### config.mk
export PLATFORM = sky130hd
export DESIGN_NAME = cache_arbiter_flat
export DESIGN_NICKNAME = d
export VERILOG_FILES = /design/src/rtl/cache_arbiter_if.sv /design/src/rtl/cache_arbiter.sv /design/src/flat_wrapper.sv
export SDC_FILE = /design/constraint.sdc
export NUM_CORES = 1
export LEC_CHECK = 0
export CORE_UTILIZATION = 30
export DETAILED_ROUTE_END_ITERATION = 8
export HOLD_SLACK_MARGIN = 0.12
export PLACE_DENSITY_LB_ADDON = 0.3
export SYNTH_ARGS = -nofsm -noshare
export SYNTH_HDL_FRONTEND = slang
export SYNTH_SLANG_ARGS = --single-unit
### constraint.sdc
create_clock -name sys_clk -period 2.75 [get_ports sys_clk]
set_clock_uncertainty 0.15 [all_clocks]
set_input_delay 0.275 -clock sys_clk [delete_from_list [all_inputs] [get_ports sys_clk]]
set_output_delay 0.275 -clock sys_clk [all_outputs]
set_load 0.01 [all_outputs]
### src/rtl/cache_arbiter_if.sv
`default_nettype none
// ============================================================================
// Module  : cache_arbiter_if
// Brief   : Bundles the two requester ports and the cache device port seen
//           by cache_arbiter. The slave modport is the arbiter side. The
//           master modport is the environment side: requesters plus cache.
// Rev     : 1.0  initial release
// ============================================================================
interface cache_arbiter_if #(
  parameter int ADDR_W = 17
);
  // port 0 (CPU)
  logic [ADDR_W-1:0] r0_address;
  logic [7:0]        r0_data_write;
  logic              r0_read_req;
  logic              r0_write_req;
  logic [7:0]        r0_data_read;
  logic              r0_read_ack;
  logic              r0_write_ack;
  // port 1 (WOPI)
  logic [ADDR_W-1:0] r1_address;
  logic [7:0]        r1_data_write;
  logic              r1_read_req;
  logic              r1_write_req;
  logic [7:0]        r1_data_read;
  logic              r1_read_ack;
  logic              r1_write_ack;
  // cache device side
  logic [ADDR_W-1:0] ca_address;
  logic [7:0]        ca_data_write;
  logic              ca_read_req;
  logic              ca_write_req;
  logic [7:0]        ca_data_read;
  logic              ca_read_ack;
  logic              ca_write_ack;
  logic              busy;

  modport slave (
    input  r0_address, r0_data_write, r0_read_req, r0_write_req,
    output r0_data_read, r0_read_ack, r0_write_ack,
    input  r1_address, r1_data_write, r1_read_req, r1_write_req,
    output r1_data_read, r1_read_ack, r1_write_ack,
    output ca_address, ca_data_write, ca_read_req, ca_write_req,
    input  ca_data_read, ca_read_ack, ca_write_ack,
    output busy
  );

  modport master (
    output r0_address, r0_data_write, r0_read_req, r0_write_req,
    input  r0_data_read, r0_read_ack, r0_write_ack,
    output r1_address, r1_data_write, r1_read_req, r1_write_req,
    input  r1_data_read, r1_read_ack, r1_write_ack,
    input  ca_address, ca_data_write, ca_read_req, ca_write_req,
    output ca_data_read, ca_read_ack, ca_write_ack,
    input  busy
  );
endinterface
`default_nettype wire

### src/rtl/cache_arbiter.sv
`default_nettype none
// ============================================================================
// Module  : cache_arbiter
// Brief   : Shares one byte-wide cache port between port 0 (CPU) and port 1
//           (WOPI). One transaction at a time, issued as a single-cycle
//           request pulse. Address/data are held until the cache is idle,
//           and ack/read data are returned only to the owning port.
// Rev     : 1.0  initial release
// ============================================================================
module cache_arbiter #(
  parameter int ADDR_W     = 17,
  parameter int HOLDOFF    = 9,
  parameter int FIXED_PRIO = 0
) (
  input  logic           sys_clk,
  input  logic           reset_n,
  cache_arbiter_if.slave bus
);

  // Holdoff counter must hold HOLDOFF-1; HOLDOFF >= 9 keeps this >= 4 bits.
  localparam int CNT_W = $clog2(HOLDOFF);

  typedef enum logic [2:0] {
    S_IDLE     = 3'd0,
    S_ISSUE    = 3'd1,
    S_WAIT_ACK = 3'd2,
    S_CAPTURE  = 3'd3,
    S_HOLDOFF  = 3'd4
  } state_t;

  state_t           state;
  logic             owner;     // 0 = port 0, 1 = port 1
  logic             op_write;  // op issued to the cache for the owner
  logic             rr;        // port preferred on the next tie
  logic [CNT_W-1:0] cnt;

  logic req0;
  logic req1;
  logic pick;
  logic pick_write;

  // Choose the owner for a grant from IDLE; read wins when both reqs are up.
  always_comb begin
    req0 = bus.r0_read_req | bus.r0_write_req;
    req1 = bus.r1_read_req | bus.r1_write_req;
    pick = 1'b0;
    if (req0 && req1) begin
      pick = (FIXED_PRIO != 0) ? 1'b0 : rr;
    end else if (req1) begin
      pick = 1'b1;
    end
    pick_write = pick ? (bus.r1_write_req & ~bus.r1_read_req)
                      : (bus.r0_write_req & ~bus.r0_read_req);
  end

  // Transaction sequencer; every output is registered here.
  always_ff @(posedge sys_clk or negedge reset_n) begin
    if (!reset_n) begin
      state             <= S_IDLE;
      owner             <= 1'b0;
      op_write          <= 1'b0;
      rr                <= 1'b0;
      cnt               <= '0;
      bus.busy          <= 1'b0;
      bus.ca_address    <= '0;
      bus.ca_data_write <= '0;
      bus.ca_read_req   <= 1'b0;
      bus.ca_write_req  <= 1'b0;
      bus.r0_data_read  <= '0;
      bus.r0_read_ack   <= 1'b0;
      bus.r0_write_ack  <= 1'b0;
      bus.r1_data_read  <= '0;
      bus.r1_read_ack   <= 1'b0;
      bus.r1_write_ack  <= 1'b0;
    end else begin
      // Pulses default low so each lasts exactly one cycle.
      bus.ca_read_req  <= 1'b0;
      bus.ca_write_req <= 1'b0;
      bus.r0_read_ack  <= 1'b0;
      bus.r0_write_ack <= 1'b0;
      bus.r1_read_ack  <= 1'b0;
      bus.r1_write_ack <= 1'b0;
      case (state)
        S_IDLE: begin
          if (req0 || req1) begin
            owner             <= pick;
            op_write          <= pick_write;
            rr                <= ~pick;
            bus.ca_address    <= pick ? bus.r1_address : bus.r0_address;
            bus.ca_data_write <= pick ? bus.r1_data_write : bus.r0_data_write;
            bus.ca_read_req   <= ~pick_write;
            bus.ca_write_req  <= pick_write;
            bus.busy          <= 1'b1;
            state             <= S_ISSUE;
          end
        end
        S_ISSUE: begin
          state <= S_WAIT_ACK;
        end
        S_WAIT_ACK: begin
          // An ack of the other type than the issued op is ignored.
          if (!op_write && bus.ca_read_ack) begin
            state <= S_CAPTURE;
          end else if (op_write && bus.ca_write_ack) begin
            if (owner) bus.r1_write_ack <= 1'b1;
            else       bus.r0_write_ack <= 1'b1;
            cnt   <= CNT_W'(HOLDOFF - 1);
            state <= S_HOLDOFF;
          end
        end
        S_CAPTURE: begin
          // Cache read data is valid in this cycle for both hit and miss.
          if (owner) begin
            bus.r1_data_read <= bus.ca_data_read;
            bus.r1_read_ack  <= 1'b1;
          end else begin
            bus.r0_data_read <= bus.ca_data_read;
            bus.r0_read_ack  <= 1'b1;
          end
          cnt   <= CNT_W'(HOLDOFF - 1);
          state <= S_HOLDOFF;
        end
        S_HOLDOFF: begin
          // Cache may still be finishing a miss fill or byte store.
          if (cnt == '0) begin
            bus.busy <= 1'b0;
            state    <= S_IDLE;
          end else begin
            cnt <= cnt - 1'b1;
          end
        end
        default: begin
          bus.busy <= 1'b0;
          state    <= S_IDLE;
        end
      endcase
    end
  end

endmodule
`default_nettype wire

### src/flat_wrapper.sv
// flat-port wrapper written by rule: the top's interface ports become plain ports
module cache_arbiter_flat 
#(
  parameter int ADDR_W     = 17,
  parameter int HOLDOFF    = 9,
  parameter int FIXED_PRIO = 0
)
  (sys_clk, reset_n, bus_r0_address, bus_r0_data_write, bus_r0_read_req, bus_r0_write_req, bus_r0_data_read, bus_r0_read_ack, bus_r0_write_ack, bus_r1_address, bus_r1_data_write, bus_r1_read_req, bus_r1_write_req, bus_r1_data_read, bus_r1_read_ack, bus_r1_write_ack, bus_ca_address, bus_ca_data_write, bus_ca_read_req, bus_ca_write_req, bus_ca_data_read, bus_ca_read_ack, bus_ca_write_ack, bus_busy);
  cache_arbiter_if #(.ADDR_W(ADDR_W)) bus_i ();
  input  logic sys_clk;
  input  logic reset_n;
  input wire logic [$bits(bus_i.r0_address)-1:0] bus_r0_address;
  input wire logic [$bits(bus_i.r0_data_write)-1:0] bus_r0_data_write;
  input wire logic [$bits(bus_i.r0_read_req)-1:0] bus_r0_read_req;
  input wire logic [$bits(bus_i.r0_write_req)-1:0] bus_r0_write_req;
  output wire logic [$bits(bus_i.r0_data_read)-1:0] bus_r0_data_read;
  output wire logic [$bits(bus_i.r0_read_ack)-1:0] bus_r0_read_ack;
  output wire logic [$bits(bus_i.r0_write_ack)-1:0] bus_r0_write_ack;
  input wire logic [$bits(bus_i.r1_address)-1:0] bus_r1_address;
  input wire logic [$bits(bus_i.r1_data_write)-1:0] bus_r1_data_write;
  input wire logic [$bits(bus_i.r1_read_req)-1:0] bus_r1_read_req;
  input wire logic [$bits(bus_i.r1_write_req)-1:0] bus_r1_write_req;
  output wire logic [$bits(bus_i.r1_data_read)-1:0] bus_r1_data_read;
  output wire logic [$bits(bus_i.r1_read_ack)-1:0] bus_r1_read_ack;
  output wire logic [$bits(bus_i.r1_write_ack)-1:0] bus_r1_write_ack;
  output wire logic [$bits(bus_i.ca_address)-1:0] bus_ca_address;
  output wire logic [$bits(bus_i.ca_data_write)-1:0] bus_ca_data_write;
  output wire logic [$bits(bus_i.ca_read_req)-1:0] bus_ca_read_req;
  output wire logic [$bits(bus_i.ca_write_req)-1:0] bus_ca_write_req;
  input wire logic [$bits(bus_i.ca_data_read)-1:0] bus_ca_data_read;
  input wire logic [$bits(bus_i.ca_read_ack)-1:0] bus_ca_read_ack;
  input wire logic [$bits(bus_i.ca_write_ack)-1:0] bus_ca_write_ack;
  output wire logic [$bits(bus_i.busy)-1:0] bus_busy;
  assign bus_i.r0_address = bus_r0_address;
  assign bus_i.r0_data_write = bus_r0_data_write;
  assign bus_i.r0_read_req = bus_r0_read_req;
  assign bus_i.r0_write_req = bus_r0_write_req;
  assign bus_r0_data_read = bus_i.r0_data_read;
  assign bus_r0_read_ack = bus_i.r0_read_ack;
  assign bus_r0_write_ack = bus_i.r0_write_ack;
  assign bus_i.r1_address = bus_r1_address;
  assign bus_i.r1_data_write = bus_r1_data_write;
  assign bus_i.r1_read_req = bus_r1_read_req;
  assign bus_i.r1_write_req = bus_r1_write_req;
  assign bus_r1_data_read = bus_i.r1_data_read;
  assign bus_r1_read_ack = bus_i.r1_read_ack;
  assign bus_r1_write_ack = bus_i.r1_write_ack;
  assign bus_ca_address = bus_i.ca_address;
  assign bus_ca_data_write = bus_i.ca_data_write;
  assign bus_ca_read_req = bus_i.ca_read_req;
  assign bus_ca_write_req = bus_i.ca_write_req;
  assign bus_i.ca_data_read = bus_ca_data_read;
  assign bus_i.ca_read_ack = bus_ca_read_ack;
  assign bus_i.ca_write_ack = bus_ca_write_ack;
  assign bus_busy = bus_i.busy;
  cache_arbiter #(.ADDR_W(ADDR_W), .HOLDOFF(HOLDOFF), .FIXED_PRIO(FIXED_PRIO)) u_core (.sys_clk(sys_clk), .reset_n(reset_n), .bus(bus_i));
endmodule
Word-level counts from Yosys, hierarchy flattened --
Index checks and enable logic that the tools add are counted.
Storage, ports and cells: flip-flop bits (word level) 58, bits of input ports 66, output and inout bits 48, word-level logic and storage cells 83
Operators by class: $add $sub $neg 1, eq/ne operators 10, mux-type cells 31, bitwise logic cells 10, reduce and logical (&&, ||, !) cells 15
Operators with widths (count):
- $mux 1 | 19
- $mux 17 | 1
- $pmux 3 s5 | 1
- $mux 3 | 4
- $mux 4 | 3
- $pmux 4 s3 | 1
- $mux 8 | 1
- $eq 3x2->1 const B | 2
- $ne 2x1->1 const B | 3
- $not 1->1 | 6
- $reduce_and 2->1 | 3
- $reduce_and 3->1 | 2
- $logic_not 4->1 | 1
- $ne 2x2->1 const B | 2
- $reduce_and 4->1 | 1
- $sub 4x1->4 const B | 1
- $eq 3x1->1 const B | 1
- $eq 3x3->1 const B | 1
- $logic_and 1x1->1 | 3
- $logic_not 3->1 | 1
- $ne 3x1->1 const B | 1
- $pmux 1 s3 | 1
- $reduce_bool 3->1 | 1
- $reduce_or 3->1 | 1
- 4 further kinds | 6

Logic depth before layout (Yosys ltp) --
depth in word-level cells 7, depth in mapped cells 6, gate-level depth less buffers 5

Worst setup path before layout --
OpenSTA, ideal clock, no wires.
path kind reg2reg, start register u_core.state[1], end register u_core.cnt[1], setup time 0.125 ns, arrival time 1.574 ns, required time 2.475 ns, slack 0.902 ns, cell stages (with the launch flop) 6, buffers on the path 2, path through dfrtp_1 -> buf_6 -> or3b_1 -> buf_2 -> o22ai_2 -> mux2_2
On the way: longest elaborated chain between the ends 3, elaborated cells between the ends (all ways) 9, classes of those cells eq/ne: 6; mux: 1; reduce/logical: 2
RTL lines:
- from (decl) | RTL line cache_arbiter.sv:31 | state_t state;
- from (signal assigned) | RTL line cache_arbiter.sv:59 | state <= S_IDLE;
- from (signal assigned) | RTL line cache_arbiter.sv:94 | state <= S_ISSUE;
- from (signal assigned) | RTL line cache_arbiter.sv:98 | state <= S_WAIT_ACK;
- $eq 3x3->1 or $eq 3x2->1 (tied branches) | RTL line cache_arbiter.sv:83 | case (state)
- $ne 2x2->1 (no line), or another cell as far along
- $reduce_and 4->1 (no line)
- to (signal assigned) | RTL line cache_arbiter.sv:107 | cnt <= CNT_W'(HOLDOFF - 1);
- to (signal assigned) | RTL line cache_arbiter.sv:120 | cnt <= CNT_W'(HOLDOFF - 1);
- to (signal assigned) | RTL line cache_arbiter.sv:129 | cnt <= cnt - 1'b1;
- to (decl) | RTL line cache_arbiter.sv:35 | logic [CNT_W-1:0] cnt;
Several ways; a longest one is shown, not always the timed one. A chain may end at the register's enable or synchronous reset.

Worst setup path after layout --
start register u_core.state[1], end register u_core.bus.ca_address[13]
On the way: longest elaborated chain between the ends 2
RTL lines:
- $logic_not 3->1 | RTL line cache_arbiter.sv:83
- $reduce_and 2->1 (no line)
- to (signal assigned) | RTL line cache_arbiter.sv:89 | bus.ca_address <= pick ? bus.r1_address : bus.r0_address;
- to (decl) | RTL line cache_arbiter_if.sv:43 | output ca_address, ca_data_write, ca_read_req, ca_write_req,
Every way passes these cells.

==> summary.md <==
| Metric | Value |
|---|---|
| Clock sink count | `58` |
| Max Fclk | `489 MHz` |
| Final Critical Period | `2040 ps` |
| Largest net degree at the start of global routing | `59` |
| Vias | `2,134` |
| Setup WS pre-CTS | `501 ps` |
| CTS tree | `yes` |
| Crit start category | `register` |
| Most frequent cells in the layout | `clkdlybuf4s50_1 (112), dfrtp_1 (58), a221o_1 (25), a21boi_0 (23), mux2_2 (17)` |
| LEAKAGE | `1.66 nW` |
| Avg WL per Cell | `15.2 microns` |
| Avg Inst Size Synth | `13.0 sq um` |
| NumNets Final | `378` |
| Crit path DAT | `2170 ps` |
| Max-slew violations | `0` |
| Share of cells above drive strength 1 | `14.6%` |
| Overall die area | `8860 sq um` |
| GPL Wtd Cong | `0.696` |
| Critical Path Fanout Max | `18` |
| CTS H-Tree Depth | `3` |
| Post-synth EDFFs | `0` |
| Synthesized area | `2540 sq um` |
| Total grt overflow | `0` |
| Status | `finished clean` |
| Worst R2R Path Depth | `4` |
| VDD IR max | `0.000369 V` |
| Flops & latches, synth | `58` |
| Crit-path max cell delay | `490 ps` |
| Seq/Total Area, Yosys | `57.0%` |
| Die W | `94.1 microns` |
| Final cycle utilization of the critical path | `74.3%` |
| Worst Path Buf+Inv | `1` |
| Clock Tree Root | `clkbuf_8` |
| Post-CTS Setup Bufs | `0` |
| PwrDens | `1100 nW/um^2` |
| Slowest stage cell, crit path | `dfrtp_1` |
| IO Pins | `114` |
| Initial Util | `31.0%` |
| Placeable Area | `8220 sq um` |
| CTS buffer count | `9` |
| Slew headroom | `61.8%` |
| DP Wirelength | `4440 microns` |
| CP endpoint kind | `register` |
| Max Cap Violations | `0` |
| Hold Worst Slack | `316 ps` |
| Syn_nets | `263` |
| P&R area growth vs syn | `57.9%` |
| Final setup violation count | `0` |
| Worst skew pair latency | `340 ps` |
| Post-route setup TNS | `0 ps` |
| Critical path class | `reg2reg` |
| Post-synth top area cell | `dfrtp_1` |
| DRT Wirelength | `6390 microns` |
| DRT iter0 DRCs | `88` |
| Ys async rst share | `100%` |
| Inst Count DP | `404` |
| Top cells by area, synth | `dfrtp_1 (57%), a221o_1 (9.8%), mux2_2 (7.5%)` |
| Predominant post-synthesis flop cell | `dfrtp_1` |
| Unrepaired setup endpoints after global routing | `no` |
| Synth top area share | `57.0%` |
| Worst-path clk slew | `70 ps` |
| DRC | `0` |
| Clock buffer depth | `2` |
| Chip height | `94.1 microns` |
| Kind of cell adding the most delay to the critical path | `simple AND/OR/NAND/NOR gates` |
| Synthesis Warnings | `0` |
| Core Util, Final | `48.9%` |
| Commonest non-fill, non-tap cell in the layout | `clkdlybuf4s50_1` |
| N_diodes | `0` |
| Initial antenna violation count | `0` |
| PortBufs | `113` |
| Design area | `4020 sq um` |
| Cell depth of the worst setup path | `4` |
| Slew @ Worst Pin | `573 ps` |
| Crit path cell chain | `or3_4 -> nor3_4 -> buf_4 -> a221o_1` |
| Detailed-router iteration count before antenna repair | `4` |
| Post-synthesis cell type count | `41` |
| Vias/cell | `5.07` |
| Post-Layout Cell Count | `421` |
| Dpl cell area | `3780 sq um` |
| Worst hold path class | `in2async` |
| Global-route wire length before repair | `10,400 microns` |
| Number of global-route vias before repair | `2,147` |
| Antenna Nets Post-Route | `0` |
| Num rows | `33` |
| Gr usage total | `15.7%` |
| Critical Path RT | `2870 ps` |
| PnR worst setup slack | `707 ps` |
| Syn Inst Count | `196` |
| Power, Total | `4.40 mW` |
| Final Hold Viols | `0` |
[sequential cells by signal, summed over array words and instances (netlist names), 3 cells and up]
signal                    count
u_core.bus.ca_address        17
u_core.bus.ca_data_write      8
u_core.bus.r0_data_read       8
u_core.bus.r1_data_read       8
u_core.cnt                    4
u_core.state                  3
[cell type report]
class / instances / area (sq um)
Sequential cell: 58 / 1450
Inverter: 7 / 26.3
Clock buffer: 9 / 124
Clock inverter: 7 / 103
Fill cell: 762 / 4200
Tap cell: 105 / 131
Multi-Input combinational cell: 116 / 985
Timing Repair Buffer: 119 / 1200
[per-layer routing]
layer / track usage, % / share of wire [%]
met1: 18.7 / 45
met2: 25.1 / 44
met3: 5.26 / 9.0
met4: 8.08 / 2.2
met5: 0 / 0
[final timing paths]
check | startpoint | end | slack [ps]
min in group sys_clk | u_core.bus.r1_data_read[5] | u_core.bus.r1_data_read[5] | 360
hold reg to reg | u_core.bus.r1_data_read[5] | u_core.bus.r1_data_read[5] | 360
max in group asynchronous | reset_n | u_core.bus.ca_data_write[1] | 1870
hold / removal | reset_n | u_core.cnt[0] | 320
setup reg to reg | u_core.state[1] | u_core.bus.ca_address[13] | 710
setup / recovery | u_core.state[1] | u_core.bus.ca_address[13] | 710
[power breakdown]
part | internal, mW | switching [mW] | total [mW] | leakage (nW)
Sequential | 1.25 | 0.271 | 1.52 | 0.714
Clock | 0.517 | 0.369 | 0.886 | 0.110
Combinational | 1.19 | 0.805 | 1.99 | 0.838
Total | 2.96 | 1.44 | 4.40 | 1.66
[synthesized netlist by cell type, types with 2 or more instances]
cell type / number
dfrtp_1: 58
a221o_1: 25
a21boi_0: 23
mux2_2: 17
buf_2: 7
inv_1: 7
nor2_1: 7
clkbuf_1: 4
a21boi_1: 3
a21oi_1: 3
nand2_1: 3
nor3_1: 3
nor3b_1: 3
buf_4: 2
buf_6: 2
nor4_1: 2
o21ai_0: 2
or3_1: 2
[worst reg2reg max path, stage by stage (launching register included)]
cell     delay, ps
dfrtp_1        490
or3_4          460
nor3_4         380
buf_4          310
a221o_1        180
[what timing repair did]
| action | CTS | global route |
|---|---|---|
| endpoints found under the hold margin | 58 | 0 |
| hold buffers | 1 | 0 |
| resized for setup | 0 | 0 |
[kinds of logic after synthesis]
| logic type | Yosys count | synth area share [%] |
|---|---|---|
| buffers and inverters | 22 | 4.47 |
| multiplexers | 18 | 7.92 |
| adder cells (fa/ha/maj) | 1 | 0.492 |
| XOR/XNOR | 1 | 0.344 |
| AND/OR/NAND/NOR | 29 | 7.38 |
| AO/OA/AOI/OAI | 67 | 22.4 |
| flip-flops | 58 | 57.0 |
(Power assumes the default switching activity.)
